`config.mk`:
```
export PLATFORM = sky130hd
export DESIGN_NAME = readout_scheduler
export DESIGN_NICKNAME = d
export VERILOG_FILES = /design/src/rtl/readout_scheduler.sv
export SDC_FILE = /design/constraint.sdc
export NUM_CORES = 1
export LEC_CHECK = 0
export BUFFER_PORTS_ARGS = -buffer_cell sky130_fd_sc_hd__buf_2
export CORE_MARGIN = 2
export CORE_UTILIZATION = 35
export DETAILED_ROUTE_END_ITERATION = 7
export SLEW_MARGIN = 15
export SYNTH_ARGS = -nofsm -noshare
export SYNTH_HDL_FRONTEND = slang
export SYNTH_SLANG_ARGS = --single-unit
```
`constraint.sdc`:
```
create_clock -name clk -period 2.5 [get_ports clk]
set_input_delay 0.125 -clock clk [delete_from_list [all_inputs] [get_ports clk]]
set_output_delay 0.125 -clock clk [all_outputs]
set_load 0.01 [all_outputs]
```
`src/rtl/readout_scheduler.sv`:
```
// readout_scheduler
//   Queues completed spectrogram banks, reads them back in order from the
//   single-port sample RAM and streams one sample per valid/ready handshake.
//   The memory-controller write path always owns the RAM when wr_en is high.
//
// Ports
//   clk, reset_n             : clock, asynchronous active-low reset
//   wr_en, wr_addr           : write request/address from the memory controller
//   bank0_full, bank1_full   : 1-cycle pulses, bank holds DEPTH samples
//   memorization_completed   : 1-cycle pulse, last-written bank is partial
//   idx_final                : last valid index of the partial bank
//   ram_addr, ram_we         : RAM address (write/read mux) and write enable
//   ram_rdata                : RAM read data, valid one cycle after address
//   out_data/valid/last/ready: streaming output handshake
//   pending                  : per-bank queued-for-readout flags
//   frame_drop               : 1-cycle pulse when a request is lost to overrun
//   busy                     : scheduler is not idle
module readout_scheduler #(
    parameter int unsigned DEPTH = 200,
    parameter int unsigned DW    = 8
) (
    input  logic          clk,
    input  logic          reset_n,
    input  logic          wr_en,
    input  logic [8:0]    wr_addr,
    input  logic          bank0_full,
    input  logic          bank1_full,
    input  logic          memorization_completed,
    input  logic [7:0]    idx_final,
    output logic [8:0]    ram_addr,
    output logic          ram_we,
    input  logic [DW-1:0] ram_rdata,
    output logic [DW-1:0] out_data,
    output logic          out_valid,
    output logic          out_last,
    input  logic          out_ready,
    output logic [1:0]    pending,
    output logic          frame_drop,
    output logic          busy
);

    typedef enum logic [1:0] {
        S_IDLE,
        S_ADDR,
        S_WAIT,
        S_OUT
    } state_t;

    localparam logic [7:0] LP_FULL_M1 = 8'(DEPTH - 1);

    state_t        r_state;
    logic          r_rd_bank;
    logic [7:0]    r_rd_idx;
    logic [1:0]    r_pending;
    logic [7:0]    r_len0_m1;
    logic [7:0]    r_len1_m1;
    logic          r_last_wr_bank;
    logic          r_last_served;
    logic [DW-1:0] r_out_data;
    logic          r_out_valid;
    logic          r_out_last;
    logic          r_frame_drop;
    logic          r_busy;

    logic [1:0]    w_full;
    logic [1:0]    w_mc_hit;
    logic [1:0]    w_req;
    logic [1:0]    w_reading;
    logic [1:0]    w_blocked;
    logic [1:0]    w_accept;
    logic          w_drop;
    logic          w_pick;
    logic [7:0]    w_cur_len_m1;
    logic          w_done;
    logic [1:0]    w_clear;

    assign w_full    = {bank1_full, bank0_full};
    assign w_mc_hit  = memorization_completed ? (r_last_wr_bank ? 2'b10 : 2'b01) : 2'b00;
    // A full pulse on the same bank swallows a coincident partial request.
    assign w_req     = w_full | (w_mc_hit & ~w_full);
    assign w_reading = (r_state != S_IDLE) ? (r_rd_bank ? 2'b10 : 2'b01) : 2'b00;
    assign w_blocked = r_pending | w_reading;
    assign w_accept  = w_req & ~w_blocked;
    assign w_drop    = |(w_req & w_blocked);
    // Both pending: alternate away from the bank served last.
    assign w_pick    = (&r_pending) ? ~r_last_served : r_pending[1];
    assign w_cur_len_m1 = r_rd_bank ? r_len1_m1 : r_len0_m1;
    assign w_done    = (r_state == S_OUT) && out_ready && r_out_last;
    assign w_clear   = w_done ? (r_rd_bank ? 2'b10 : 2'b01) : 2'b00;

    assign ram_we     = wr_en;
    assign ram_addr   = wr_en ? wr_addr : {r_rd_bank, r_rd_idx};
    assign out_data   = r_out_data;
    assign out_valid  = r_out_valid;
    assign out_last   = r_out_last;
    assign pending    = r_pending;
    assign frame_drop = r_frame_drop;
    assign busy       = r_busy;

    always_ff @(posedge clk or negedge reset_n) begin
        if (!reset_n) begin
            r_state        <= S_IDLE;
            r_rd_bank      <= 1'b0;
            r_rd_idx       <= '0;
            r_pending      <= '0;
            r_len0_m1      <= '0;
            r_len1_m1      <= '0;
            r_last_wr_bank <= 1'b0;
            r_last_served  <= 1'b1;
            r_out_data     <= '0;
            r_out_valid    <= 1'b0;
            r_out_last     <= 1'b0;
            r_frame_drop   <= 1'b0;
            r_busy         <= 1'b0;
        end else begin
            r_frame_drop <= w_drop;
            if (wr_en) begin
                r_last_wr_bank <= wr_addr[8];
            end
            // Accepted requests never target a bank being cleared (it is blocked).
            r_pending <= (r_pending & ~w_clear) | w_accept;
            if (w_accept[0]) begin
                r_len0_m1 <= w_full[0] ? LP_FULL_M1 : idx_final;
            end
            if (w_accept[1]) begin
                r_len1_m1 <= w_full[1] ? LP_FULL_M1 : idx_final;
            end

            case (r_state)
                S_IDLE: begin
                    r_rd_idx <= '0;
                    if (|r_pending) begin
                        r_rd_bank <= w_pick;
                        r_busy    <= 1'b1;
                        r_state   <= S_ADDR;
                    end
                end
                S_ADDR: begin
                    if (!wr_en) begin
                        r_state <= S_WAIT;
                    end
                end
                S_WAIT: begin
                    r_out_data  <= ram_rdata;
                    r_out_valid <= 1'b1;
                    r_out_last  <= (r_rd_idx == w_cur_len_m1);
                    r_state     <= S_OUT;
                end
                S_OUT: begin
                    if (out_ready) begin
                        r_out_valid <= 1'b0;
                        r_out_last  <= 1'b0;
                        if (r_out_last) begin
                            r_last_served <= r_rd_bank;
                            r_busy        <= 1'b0;
                            r_state       <= S_IDLE;
                        end else begin
                            r_rd_idx <= r_rd_idx + 8'd1;
                            r_state  <= S_ADDR;
                        end
                    end
                end
                default: r_state <= S_IDLE;
            endcase
        end
    end

endmodule

```
==> results of run 1 <==
==> worst paths after layout <==
path / from / endpoint / slack, ns / cells past startpoint
worst min-delay path: reset_n / out_data[4] / -0.01 / 1
worst max register to register: r_state[0] / r_len1_m1[7] / 0.62 / 7
worst min register to register: r_last_served / r_last_served / 0.47 / 2
min in group clk: ram_rdata[1] / out_data[1] / 0.06 / 2
worst max-delay path: r_state[0] / r_len1_m1[7] / 0.62 / 7
max in group asynchronous: reset_n / pending[1] / 1.92 / 1
==> worst max-delay path, cell delays in order, from the launching register on <==
cell	delay, ns
dfrtp_1	0.43
inv_1	0.10
ha_1	0.31
inv_1	0.13
a21oi_1	0.14
and2_1	0.47
nor2_1	0.08
a21oi_1	0.15
==> kinds of logic (layout without fill, tap and decap cells) <==
logic type / after synthesis / count (layout) / share of synthesized area
buf+inv: 24 / 74 / 0.0543
xor+xnor: 14 / 14 / 0.0555
fa+ha+maj: 5 / 5 / 0.0283
mux: 25 / 25 / 0.123
compound gates: 39 / 39 / 0.106
simple gates: 70 / 70 / 0.145
flops: 43 / 43 / 0.487
==> layout by cell type, fill, tap and decap left out, types with 2 or more instances in the layout <==
| cell | instances |
|---|---|
| nand2b_1 | 4 |
| nor2b_1 | 3 |
| mux2i_1 | 8 |
| nand4_1 | 3 |
| xor2_1 | 6 |
| mux2_2 | 17 |
| nor4_1 | 2 |
| ha_1 | 5 |
| o31ai_1 | 3 |
| o21ai_0 | 18 |
| buf_2 | 55 |
| a21oi_1 | 10 |
| nand2_1 | 21 |
| dfrtp_1 | 42 |
| clkbuf_8 | 5 |
| bufinv_16 | 2 |
| nor2_1 | 26 |
| nand3_1 | 4 |
| inv_1 | 10 |
| xnor2_1 | 8 |
| a21o_1 | 2 |
| nand3b_1 | 3 |
==> routing by layer <==
layer,vias up,track usage
li1,833,-
met1,811,0.191
met5,-,0
met3,7,0.0277
met4,0,0.0455
met2,35,0.232
==> registers in the layout, indices dropped and copies added (netlist names) <==
| register | cells |
|---|---|
| busy | 1 |
| frame_drop | 1 |
| out_data | 8 |
| out_last | 1 |
| out_valid | 1 |
| pending | 2 |
| r_last_served | 1 |
| r_last_wr_bank | 1 |
| r_len0_m1 | 8 |
| r_len1_m1 | 8 |
| r_rd_bank | 1 |
| r_rd_idx | 8 |
| r_state | 2 |
==> stage by stage <==
stage / std cells / setup WS [ns] / power, mW / utilization
after floorplan: 220 / 0.815 / 1.93 / -
after global placement: 337 / 0.736 / 2.18 / 0.416
after detailed placement: 337 / 0.630 / 2.21 / 0.416
after CTS: 345 / 0.614 / 2.87 / 0.438
after global routing: 345 / 0.375 / 3.05 / 0.438
final: 345 / 0.621 / 2.83 / 0.438
==> layout make-up <==
| type | instances | share of cell area |
|---|---|---|
| Inverter | 10 | 0.0142 |
| Multi-Input combinational cell | 153 | 0.384 |
| Timing Repair Buffer | 56 | 0.107 |
| Tap cell | 75 | 0.0356 |
| Clock buffer | 6 | 0.0275 |
| Clock inverter | 2 | 0.0228 |
| Sequential cell | 43 | 0.408 |
==> power by group <==
part           switching (mW)  internal, mW  leakage [nW]  total (mW)
Combinational           0.517         0.509         0.677        1.03
Sequential              0.208         0.956         0.510        1.16
Clock                   0.242         0.399        0.0654       0.642
Total                   0.967          1.86          1.25        2.83
==> impl_metrics.yaml, run 1 <==
finish:
  seqCellArea_mm2: 0.00108
  multi_input_area_mm2: 0.00101
  drive_above_1_share: 0.307
  fin_area_mm2: 0.00264
  areaGrowthSynthToFinish_pct: 19.3
  finalNetCount: 306
  antenna_cells: 0
  fill_cells: 616
global_route:
  grt_util_all_layers: 0.142
  grt_pass1_wl_um: 8110
  grt_pass1_vias: 1675
  grt_antenna_before_repair: 0
  grt_max_degree: 44
  grt_overflow: 0
die:
  coreArea_mm2: 0.00603
  pin_count: 56
  start_util: 0.367
  fp-row-count: 28
  dieWidth_um: 83.5
  die_area_mm2: 0.00697
  die-height_um: 83.5
sta:
  finalSetupViolCount: 0
  slew_headroom: 0.349
  worstMarginPinSlew_ns: 0.977
  min_period_ns: 1.88
  max_freq_ghz: 0.532
  hold_viol: 42
  slew_violations: 0
  holdWs_ns: -0.0143
  finalSetupTns_ns: 0
  rsz0062_at_grt: "false"
  finalCritPeriodShare: 0.752
  finClkSkew_ns: 0.0114
route:
  met2_length_um: 2300
  drt_pass1_iterations: 4
  met1Wirelength_um: 2210
  vias_per_cell: 4.89
  wl_per_cell_um: 13.7
  drtIter0Drc: 96
  routed.top_layer: "met4"
  final_antenna_net_count: 0
  wl_met3_um: 161
  via_count: 1686
  postRouteWirelength_um: 4740
  drc: 0
clocking:
  clk_latency_ns: 0.30
  cts_max_level: 2
  tritoncts: "built"
  root_buffer: "clkbuf_8"
  cts_resized: 0
  post-cts-setup-buffers: 0
  cts_buffer_depth: 2
  cts_made_buffers: 5
  clkSlewWorstSetupHoldPaths_ns: 0.08
  cts_sinks: 43
  hold_buffers: 0
synth:
  synth_edf_count: 0
  ys_ff_latch: 43
  syn_nets: 257
  synth_area_leaders: "dfrtp_1, mux2_2, nor2_1, o21ai_0, mux2i_1"
  syn_inst: 220
  synth_most_common_cell: "dfrtp_1"
  seq_area_frac_synth: 0.487
  synth.top_cell.area_share: 0.475
  async_flop_share: 1.00
  synth_top_cells_by_count: "dfrtp_1, nor2_1, nand2_1"
  ys_warn_count: 0
  ys.flop_type: "dfrtp_1"
  synth_area_mm2: 0.00221
  syn_avg_cell_area_um2: 10.0
  synthDistinctLibCells: 35
  yosysTopAreaCell: "dfrtp_1"
setup_path:
  cp.arrival_ns: 2.10
  worst-path-max-fanout: 17
  end_kind: "register"
  crit_type: "register to register"
  crit_required_ns: 2.72
  start_kind: "register"
placement:
  place_area_mm2: 0.00250
  portBuffers: 55
  hpwl_um: 3370
  place.gp.congestion: 0.725
power:
  power_density_mw_per_mm2: 1070
  power_leakage_nw: 1.25
  ir_worst_vdd_mv: 0.447
job:
  maxCapViolCount: 0
outcome:
  violations: "hold timing"
  status: "complete, but fails checks"
min_path:
  hp-class: "primary input to async pin"
No activity file was read; power rests on OpenSTA's default activity.
==> inputs of run 2 (changes only) <==
Clock period 2.5 ns to 1.5 ns, I/O delays scaled along.
==> impl_metrics.yaml, run 2 (same netlist as run 1, synthesis figures left out) <==
sta:
  finClkSkew_ns: 0.00418
  max_freq_ghz: 0.625
  slew_headroom: 0.672
  slew_violations: 0
  finalCritPeriodShare: 1.07
  worstMarginPinSlew_ns: 0.492
  finalSetupViolCount: 8
  finalSetupTns_ns: -0.248
  fin_ws_ns: -0.0995
  holdWs_ns: 0.0102
  rsz0062_at_grt: "true"
  hold_viol: 0
  min_period_ns: 1.60
clocking:
  clk_latency_ns: 0.29
  root_buffer: "clkbuf_8"
  cts_made_buffers: 5
  cts_sinks: 43
  cts_max_level: 2
  tritoncts: "built"
  clkSlewWorstSetupHoldPaths_ns: 0.08
  cts_buffer_depth: 2
finish:
  final_util: 0.512
  layout_commonest_cell: "buf_2"
  fill_cells: 566
  drive_above_1_share: 0.441
  antenna_cells: 0
  seqCellArea_mm2: 0.00108
  multi_input_area_mm2: 0.00115
  areaGrowthSynthToFinish_pct: 39.6
  final_cell_mix: "buf_2, dfrtp_1, nand2_1"
  final_cells: 372
  finalNetCount: 333
  fin_area_mm2: 0.00309
die:
  pin_count: 56
  start_util: 0.367
  dieWidth_um: 83.5
  coreArea_mm2: 0.00603
  die-height_um: 83.5
  die_area_mm2: 0.00697
  fp-row-count: 28
setup_path:
  worst-path-max-fanout: 3
  crit_required_ns: 1.67
  r2r-end: "r_state[0]"
  end_kind: "register"
  ff2ff_path_depth: 6
  crit_type: "register to register"
  cp-endpoint: "r_state[0]"
  start_kind: "register"
  r2r_slack_ns: -0.1
  crit_start: "r_state[1]"
  cp.arrival_ns: 1.77
  r2r_start: "r_state[1]"
power:
  power_density_mw_per_mm2: 1750
  power_leakage_nw: 1.41
  ir_worst_vdd_mv: 0.778
placement:
  dp.cells: 353
  portBuffers: 55
  hpwl_um: 3730
  place_area_mm2: 0.00270
  place.gp.congestion: 0.780
global_route:
  grt_antenna_before_repair: 0
  grt_pass1_vias: 1907
  grt_max_degree: 25
  grt_pass1_wl_um: 8910
  grt_util_all_layers: 0.157
  grt_overflow: 0
route:
  final_antenna_net_count: 0
  drc: 0
  vias_per_cell: 4.90
  wl_per_cell_um: 14.7
  drtIter0Drc: 57
  via_count: 1823
  drt_pass1_iterations: 3
  postRouteWirelength_um: 5450
min_path:
  hp-class: "primary input to register"
outcome:
  status: "complete, but fails checks"
  violations: "setup timing"
job:
  maxCapViolCount: 0
==> run 2: changes by cell type in the layout (fill, tap and decap cells not counted), moves of 6 or more <==
cell and change:
nor2_1 -6, buf_4 +12, o21ai_1 +6, a21oi_2 +6, o21ai_0 -6, a21oi_1 -6
==> run 2: layout make-up <==
cell class                 instances  area share
clock buffer                       8      0.0324
inverter                          10      0.0130
multi-input combinational        153       0.373
sequential                        43       0.349
tap                               75      0.0304
timing repair buffer              83       0.201
==> run 2: stage by stage <==
step	total power [mW]	setup WS, ns
floorplan	3.29	-0.120
global placement	4.00	0.0109
detailed placement	4.06	-0.0374
CTS	5.02	-0.0297
global route	5.77	-0.144
finish	5.41	-0.0995
==> run 2: worst min-delay path by stage <==
stage                   to  slack [ns]    startpoint  cells past startpoint
2_1_floorplan         busy       -0.22       reset_n                      0
3_3_place_gp   out_data[6]        0.07       reset_n                      1
3_5_place_dp   out_data[6]        0.07       reset_n                      1
4_1_cts        out_data[0]       0.001  ram_rdata[0]                      2
5_1_grt        out_data[0]       0.006  ram_rdata[0]                      2
6_report       out_data[2]        0.01  ram_rdata[2]                      2
==> run 2: per-layer routing <==
metal	vias up	global-route usage	routed length, um
met5	-	0	0
met2	25	0.262	2740
li1	893	-	-
met1	897	0.200	2470
met3	8	0.0307	135
met4	0	0.0645	102
==> run 2: power by group <==
part | total [mW] | switching (mW) | internal (mW)
sequential | 1.90 | 0.300 | 1.60
clock | 0.816 | 0.396 | 0.421
combinational | 2.70 | 1.22 | 1.47
==> run 2: timing repair <==
| action | CTS | global route |
|---|---|---|
| hold buffers | 4 | 0 |
| cloned | 0 | 3 |
| pin swaps | 4 | 8 |
| gates resized for setup | 10 | 33 |
| setup buffers | 3 | 1 |
| endpoints found under the hold margin | 22 | 0 |
| endpoints found under the setup margin | 4 | 30 |
==> run 2: critical path, cell delays in order, from the launching register on <==
cell and delay (ns):
dfrtp_1 0.45, inv_2 0.08, buf_6 0.12, ha_4 0.14, a221o_1 0.35, o31ai_2 0.22
o31ai_1 0.11
